File: src/rtl/param_clk_measure_pkg.sv
// Shared types for clock-utility blocks: measurement FSM state encoding.
package param_clk_pkg;

  typedef enum logic [1:0] {
    PCM_IDLE,
    PCM_ARM,
    PCM_MEASURE,
    PCM_DONE
  } pcm_state_t;

endpackage

File: src/rtl/param_clk_measure_if.sv
// Request/result handshake bundle for param_clk_measure; slave = the measuring block.
interface param_clk_measure_if #(
  parameter int cnt_width = 24
);

  logic                 clk_slow_in;
  logic                 start;
  logic                 busy;
  logic                 result_valid;
  logic                 result_ready;
  logic [cnt_width-1:0] result_div;
  logic                 result_timeout;
  logic                 result_ovf;

  modport master (
    output clk_slow_in, start, result_ready,
    input  busy, result_valid, result_div, result_timeout, result_ovf
  );

  modport slave (
    input  clk_slow_in, start, result_ready,
    output busy, result_valid, result_div, result_timeout, result_ovf
  );

endinterface

File: src/rtl/param_clk_measure_sync_rise_det.sv
// 2-FF synchronizer for an asynchronous input followed by a one-cycle rising-edge pulse.
module sync_rise_det (
  input  logic clk,
  input  logic rst,
  input  logic async_in,
  output logic rise
);

  logic meta, sync, sync_q;

  always_ff @(posedge clk or posedge rst) begin
    if (rst) begin
      meta   <= 1'b0;
      sync   <= 1'b0;
      sync_q <= 1'b0;
    end else begin
      meta   <= async_in;
      sync   <= meta;
      sync_q <= sync;
    end
  end

  assign rise = sync & ~sync_q;

endmodule

File: src/rtl/param_clk_measure.sv
// Measures clk cycles per period of a slow asynchronous signal, averaged over `periods`
// rising edges, with timeout abort and saturating accumulator.
module param_clk_measure
  import param_clk_pkg::*;
#(
  parameter int fast_hz        = 1000000,
  parameter int periods        = 4,
  parameter int cnt_width      = 24,
  parameter int timeout_cycles = fast_hz
) (
  input logic            clk,
  input logic            rst,
  param_clk_measure_if.slave bus
);

  localparam int TW = $clog2(timeout_cycles + 1);
  localparam int EW = $clog2(periods + 1);
  localparam int SH = $clog2(periods);
  localparam logic [cnt_width:0] ONE = (cnt_width + 1)'(1);

  pcm_state_t           state;
  logic [TW-1:0]        tmo_cnt;
  logic [EW-1:0]        edge_cnt;
  logic [cnt_width-1:0] total;
  logic                 rise;

  sync_rise_det u_sync (
    .clk      (clk),
    .rst      (rst),
    .async_in (bus.clk_slow_in),
    .rise     (rise)
  );

  // Next accumulator value; the carry marks saturation and drives the ovf flag.
  logic [cnt_width:0]   total_inc;
  logic [cnt_width-1:0] total_sat;
  logic [TW-1:0]        tmo_next;
  logic [EW-1:0]        edge_next;
  logic                 tmo_hit, edge_done, active, abort;

  assign total_inc = {1'b0, total} + ONE;
  assign total_sat = total_inc[cnt_width] ? '1 : total_inc[cnt_width-1:0];
  assign tmo_next  = tmo_cnt + TW'(1);
  assign tmo_hit   = (tmo_next == TW'(timeout_cycles));
  assign edge_next = edge_cnt + EW'(1);
  assign edge_done = (edge_next == EW'(periods));
  assign active    = (state == PCM_ARM) || (state == PCM_MEASURE);
  // An edge in the same cycle as the timeout wins.
  assign abort     = active && !rise && tmo_hit;

  always_ff @(posedge clk or posedge rst) begin
    if (rst) begin
      state              <= PCM_IDLE;
      tmo_cnt            <= '0;
      edge_cnt           <= '0;
      total              <= '0;
      bus.busy           <= 1'b0;
      bus.result_valid   <= 1'b0;
      bus.result_div     <= '0;
      bus.result_timeout <= 1'b0;
      bus.result_ovf     <= 1'b0;
    end else if (abort) begin
      state              <= PCM_DONE;
      bus.busy           <= 1'b0;
      bus.result_valid   <= 1'b1;
      bus.result_div     <= '0;
      bus.result_timeout <= 1'b1;
      bus.result_ovf     <= 1'b0;
    end else begin
      case (state)
        PCM_IDLE: begin
          if (bus.start) begin
            state    <= PCM_ARM;
            tmo_cnt  <= '0;
            bus.busy <= 1'b1;
          end
        end
        PCM_ARM: begin
          if (rise) begin
            state    <= PCM_MEASURE;
            total    <= '0;
            edge_cnt <= '0;
            tmo_cnt  <= '0;
          end else begin
            tmo_cnt  <= tmo_next;
          end
        end
        PCM_MEASURE: begin
          total <= total_sat;
          if (rise) begin
            tmo_cnt  <= '0;
            edge_cnt <= edge_next;
            // The final edge cycle is counted, so N*P cycles yields exactly P.
            if (edge_done) begin
              state              <= PCM_DONE;
              bus.busy           <= 1'b0;
              bus.result_valid   <= 1'b1;
              bus.result_div     <= total_sat >> SH;
              bus.result_timeout <= 1'b0;
              bus.result_ovf     <= total_inc[cnt_width];
            end
          end else begin
            tmo_cnt <= tmo_next;
          end
        end
        PCM_DONE: begin
          if (bus.result_ready) begin
            state            <= PCM_IDLE;
            bus.result_valid <= 1'b0;
          end
        end
        default: state <= PCM_IDLE;
      endcase
    end
  end

endmodule

File: src/flat_wrapper.sv
// flat-port wrapper written by rule: the top's interface ports become plain ports
module param_clk_measure_flat import param_clk_pkg::*;
#(
  parameter int fast_hz        = 1000000,
  parameter int periods        = 4,
  parameter int cnt_width      = 24,
  parameter int timeout_cycles = fast_hz
)
  (clk, rst, bus_clk_slow_in, bus_start, bus_result_ready, bus_busy, bus_result_valid, bus_result_div, bus_result_timeout, bus_result_ovf);
  param_clk_measure_if #(.cnt_width(cnt_width)) bus_i ();
  input logic clk;
  input logic rst;
  input wire logic [$bits(bus_i.clk_slow_in)-1:0] bus_clk_slow_in;
  input wire logic [$bits(bus_i.start)-1:0] bus_start;
  input wire logic [$bits(bus_i.result_ready)-1:0] bus_result_ready;
  output wire logic [$bits(bus_i.busy)-1:0] bus_busy;
  output wire logic [$bits(bus_i.result_valid)-1:0] bus_result_valid;
  output wire logic [$bits(bus_i.result_div)-1:0] bus_result_div;
  output wire logic [$bits(bus_i.result_timeout)-1:0] bus_result_timeout;
  output wire logic [$bits(bus_i.result_ovf)-1:0] bus_result_ovf;
  assign bus_i.clk_slow_in = bus_clk_slow_in;
  assign bus_i.start = bus_start;
  assign bus_i.result_ready = bus_result_ready;
  assign bus_busy = bus_i.busy;
  assign bus_result_valid = bus_i.result_valid;
  assign bus_result_div = bus_i.result_div;
  assign bus_result_timeout = bus_i.result_timeout;
  assign bus_result_ovf = bus_i.result_ovf;
  param_clk_measure #(.fast_hz(fast_hz), .periods(periods), .cnt_width(cnt_width), .timeout_cycles(timeout_cycles)) u_core (.clk(clk), .rst(rst), .bus(bus_i));
endmodule
File: config.mk
export PLATFORM = sky130hd
export DESIGN_NAME = param_clk_measure_flat
export DESIGN_NICKNAME = d
export VERILOG_FILES = /design/src/rtl/param_clk_measure_pkg.sv /design/src/rtl/param_clk_measure_if.sv /design/src/rtl/param_clk_measure_sync_rise_det.sv /design/src/rtl/param_clk_measure.sv /design/src/flat_wrapper.sv
export SDC_FILE = /design/constraint.sdc
export NUM_CORES = 1
export LEC_CHECK = 0
export CORE_AREA = 5 5 117 119
export CTS_CLUSTER_DIAMETER = 150
export DETAILED_ROUTE_END_ITERATION = 10
export DIE_AREA = 0 0 122 124
export PLACE_DENSITY = 0.52
export SLEW_MARGIN = 40
export SYNTH_ARGS = -nofsm -noshare
export SYNTH_HDL_FRONTEND = slang
export SYNTH_SLANG_ARGS = --single-unit
File: constraint.sdc
create_clock -name clk -period 4.5 [get_ports clk]
set_clock_uncertainty 0.1 [all_clocks]
set_input_delay 0.675 -clock clk [delete_from_list [all_inputs] [get_ports clk]]
set_output_delay 0.675 -clock clk [all_outputs]
set_load 0.02 [all_outputs]
== Word level (Yosys, flattened, before mapping) ==
Cells that the tools add are included.
Cells by class
  $add $sub $neg: 3
  equality and inequality tests: 13
  multiplexer cells: 36
  bitwise operators: 3
  reductions and logical operators: 20
Operators by type and width (number)
  two-way mux 24 bit: 6
  case mux 24 bit (2 select lines): 1
  two-way mux 20 bit: 2
  case mux 20 bit (2 select lines): 1
  adder 24 x 1 -> 25 bit (second input constant): 1
  adder 20 x 1 -> 20 bit (second input constant): 1
  == test 20 bit (second input constant): 1
  two-way mux 1 bit: 14
  two-way mux 2 bit: 6
  AND reduction 4 bit: 3
  nonzero test 2 bit: 5
  inequality test 3 x 1 -> 1 bit (second input constant): 3
  AND reduction 3 bit: 3
  case mux 2 bit (4 select lines): 1
  two-way mux 3 bit: 2
  inequality test 3 x 2 -> 1 bit (second input constant): 2
  case mux 3 bit (2 select lines): 1
  nonzero test 3 bit: 2
  AND reduction 5 bit: 1
  == test 2 bit (second input constant): 2
  inequality test 2 x 1 -> 1 bit (second input constant): 2
  case mux 1 bit (2 select lines): 2
  adder 3 x 1 -> 3 bit (second input constant): 1
  == test 3 bit (second input constant): 1
  9 further kinds: 11
Storage, ports and cells
  bits in registers: 80
  bits of input ports: 5
  output and inout port bits: 28
  logic and storage cells: 87

== Longest topological paths before layout ==
  word-level depth: 7
  depth in mapped cells: 13
  depth with buffers taken out: 8

== Hierarchy ==
From an unflattened synthesis, not the netlist that was laid out.
Second synthesis, totals
  cell total of the unflattened synthesis: 533
  area total of the unflattened synthesis: 4670.7 sq um
By module, submodules not included
  param_clk_measure: times used 1, cells each 528, area each 4578.1 sq um, seq. area each 1876.8 sq um
  sync_rise_det: times used 1, cells each 5, area each 92.6 sq um, seq. area each 75.1 sq um

== Worst setup path after synthesis ==
Ideal clock, no wire load.
  path type: reg2reg
  from: register u_core.tmo_cnt[0]
  to: register u_core.total[0]
  setup time: 125 ps
  arrival: 2593 ps
  data required time: 4275 ps
  setup slack: 1682 ps
  stages on the path, launching flop included: 13
  path buffers: 4
  period minus slack after synthesis: 2818 ps
  cells stage by stage: dfrtp_1 > ha_1 > clkbuf_1 > and3_1 > buf_2 > nand2_1 > or3_1 > a211oi_1 > and4b_1 > buf_4 > nor2_2 > buf_6 > mux2_4
Between the ends
  longest elaborated chain between the ends: 5
RTL lines
  start, declared: line param_clk_measure.sv:22  | logic [TW-1:0] tmo_cnt;
  start signal, assigned: line param_clk_measure.sv:85  | tmo_cnt <= tmo_next;
  start signal, assigned: line param_clk_measure.sv:103  | tmo_cnt <= tmo_next;
  adder 20 x 1 -> 20 bit: line param_clk_measure.sv:43  | assign tmo_next = tmo_cnt + TW'(1);
  == test 20 bit: line param_clk_measure.sv:44  | assign tmo_hit = (tmo_next == TW'(timeout_cycles));
  logical AND 1 bit: line param_clk_measure.sv:49  | assign abort = active && !rise && tmo_hit;
  inverter 1 bit (no source line)
  AND reduction 3 bit (no source line)
  end signal, assigned: line param_clk_measure.sv:89  | total <= total_sat;
  end, declared: line param_clk_measure.sv:24  | logic [cnt_width-1:0] total;
Every way passes these cells.
A chain may end at the register's enable or synchronous reset.

== Worst setup path after layout ==
  from: register u_core.tmo_cnt[3]
  to: register u_core.tmo_cnt[7]
Between the ends
  longest elaborated chain between the ends: 5
  elaborated cells between the ends (all ways): 7
  classes of those cells: 1 x add/sub; 1 x eq/ne; 2 x mux; 1 x bitwise; 2 x reduce/logical
RTL lines (line)
  adder 20 x 1 -> 20 bit *: param_clk_measure.sv:43
  == test 20 bit: param_clk_measure.sv:44
  logical AND 1 bit: param_clk_measure.sv:49
  inverter 1 bit (no source line)
  AND reduction 3 bit (no source line)
Mark *: on every way between the ends. The rest lies on a longest branch, timed or not.

==> metrics.yaml <==
route:
  routedWlPerCell_um: 17.12
  wl_met1_um: 5706
  detail-route-antenna-nets: 0
  route.met2.wl_um: 6312
  via_per_inst: 5.615
  wl_met3_um: 476
  num_vias: 4138
  drt-initial-drc-count: 311
  top_layer_used: "met4"
  wl_um: 12620
  dr.pass1.iters: 5
  drcViolationCount: 0
clock_tree:
  cts_root_buf: "clkbuf_16"
  clk_pin_slew_ns: 0.06
  postCtsSetupBuffers: 0
  cts_tree: "built"
  ctsHoldBuffers: 0
  cts_made_buffers: 9
  clk_latency_ns: 0.34
  cts.path.max_buffers: 2
  cts_resized: 0
  h-tree-depth: 3
  cts_sinks: 78
synthesis:
  syn_avg_cell_area_um2: 8.562
  ys_warn_count: 0
  synth_cell_types: 60
  synth_cells: 553
  synth-edff-count: 0
  syn_area_um2: 4735
  ys_ff_latch: 78
  seq_area_frac_synth_pct: 41.23
  async_flop_share_pct: 100.0
  ys.flop_type: "dfrtp_1"
grt:
  grt_pass1_wl_um: 21180
  track_usage_pct: 17.82
  grt.overflow.total: 0
  grt_pass1_vias: 4124
  grt_antenna_before_repair: 0
  grt_max_degree: 46
floorplan:
  pin_count: 33
  start_util_pct: 37.98
  fp-row-count: 41
  die_x_um: 122
  die_area_um2: 15130
  die_h_um: 124
  core_um2: 12470
cells_and_area:
  finish.utilization_pct: 43.50
  area_growth_pct: 14.53
  mostFrequentLayoutCell: "dfrtp_1"
  nFillCells: 1253
  fin_nets: 576
  multi_input_area_um2: 2532
  seq_area_um2: 1952
  final_cell_mix: "dfrtp_1 (78), nand2_1 (62), a21oi_1 (50)"
  stdcell_count: 737
  drive_gt1_share_pct: 8.142
  antennaDiodeCount: 0
timing:
  rsz0062_at_grt: "no"
  slew_headroom_pct: 52.28
  drv_slew: 0
  finalHoldViolCount: 0
  tns_ns: 0
  fin_crit_sh_pct: 75.39
  fmax_mhz: 294.8
  worst_slew_pin_slew_ns: 0.7138
  worst_slack_ns: 1.107
  finalSetupViolations: 0
  fin_crit_ns: 3.393
min_path:
  hp-class: "reg2reg"
  hold-path-cell-count: 0
place:
  gp_congestion: 0.8721
  place_inst: 722
  io_buffer_count: 30
  place_ws_ns: 1.109
  dp_hpwl_um: 8415
power_and_ir_drop:
  finalPower_mw: 2.430
  p_leak_nw: 2.211
  power_density_nw_per_um2: 448.1
  ir_drop_uv: 341.2
worst_setup_path:
  cp_data_required_time_ns: 4.62
  worst-setup-path-type: "reg2reg"
  worst_setup_path_start_kind: "register"
  worstPathArrival_ns: 3.51
  worst-r2r-cell-count: 8
  cp-end-kind: "register"
  path_max_fanout: 24
run:
  maxCapViolations: 0
run_status:
  outcome: "finished, final reports clean"
==> stage by stage <==
step	cell area (um2)	hold slack [ns]
after floorplan	4738	0.2312
after detailed placement	5120	0.2418
final	5423	0.2530
after CTS	5418	0.2558
after global routing	5423	0.2623
after global placement	5115	0.2386
==> kinds of logic after synthesis <==
logic type | count (synthesis) | share of synthesized area, %
fa+ha+maj | 10 | 2.643
other cells | 1 | 0.07921
simple gates | 211 | 22.97
flops | 78 | 41.23
buf+inv | 56 | 5.497
mux | 13 | 3.118
compound gates | 165 | 20.96
xor+xnor | 19 | 3.515
==> power breakdown <==
group	leakage (nW)	internal (mW)	switching [mW]
combinational	1.00	0.289	0.610
clock	0.141	0.442	0.296
sequential	1.07	0.743	0.0491
total	2.21	1.47	0.955
==> layer usage <==
metal	vias to the layer above	global-route usage, %
met4	0	5.252
met3	10	4.496
li1	2005	-
met5	-	0
met2	88	30.32
met1	2035	22.45
==> sequential cells by signal (all words and copies together), names as in the netlist <==
name,flops
u_core.u_sync.sync_q,1
u_core.edge_cnt,3
u_core.bus.result_valid,1
u_core.bus.result_ovf,1
u_core.u_sync.meta,1
u_core.tmo_cnt,20
u_core.u_sync.sync,1
u_core.bus.busy,1
u_core.bus.result_div,22
u_core.bus.result_timeout,1
u_core.state,2
u_core.total,24
==> worst max-delay path: stages, from the launching register on <==
cell,delay (ns)
dfrtp_1,0.54
nand4_2,0.33
nor3_1,0.41
mux2i_1,0.46
nor4b_1,0.13
nand4b_1,0.12
buf_4,0.32
nand3_2,0.42
o41ai_1,0.41
==> cell type report <==
type / count / area share, %
clock buffers: 10 / 4.407
clock inverters: 5 / 1.084
inverters: 12 / 0.9229
multi-input cells: 420 / 46.70
flip-flops and latches: 78 / 35.99
well taps: 172 / 3.969
repair buffers: 40 / 6.922
==> cells in the mapped netlist (6+ instances only) <==
master	number	area, um2
dfrtp_1	78	1952
nand2_1	62	232.7
a21oi_1	50	250.2
o21ai_0	49	245.2
nor2_1	45	168.9
nand3_1	27	135.1
clkbuf_1	25	93.84
xnor2_1	13	113.9
buf_2	12	60.06
inv_1	12	45.04
a31oi_1	11	68.82
o31ai_1	11	82.58
ha_1	10	125.1
nor3_1	10	50.05
and3_1	8	50.05
and4_1	8	70.07
nand4_1	8	50.05
o22ai_1	8	50.05
or3_1	7	43.79
a211oi_1	6	45.04
mux2_2	6	67.56
nand2b_1	6	37.54
o211ai_1	6	45.04
xor2_1	6	52.55
==> final timing paths <==
path	startpoint	to	slack [ns]
max in group asynchronous	rst	u_core.edge_cnt[2]	2.89
hold reg to reg	u_core.u_sync.meta	u_core.u_sync.sync	0.25
hold / removal	u_core.u_sync.meta	u_core.u_sync.sync	0.25
min in group asynchronous	rst	u_core.bus.result_div[16]	0.59
setup reg to reg	u_core.tmo_cnt[3]	u_core.tmo_cnt[7]	1.11
setup / recovery	u_core.tmo_cnt[3]	u_core.tmo_cnt[7]	1.11
No activity file was read; power rests on OpenSTA's default activity.
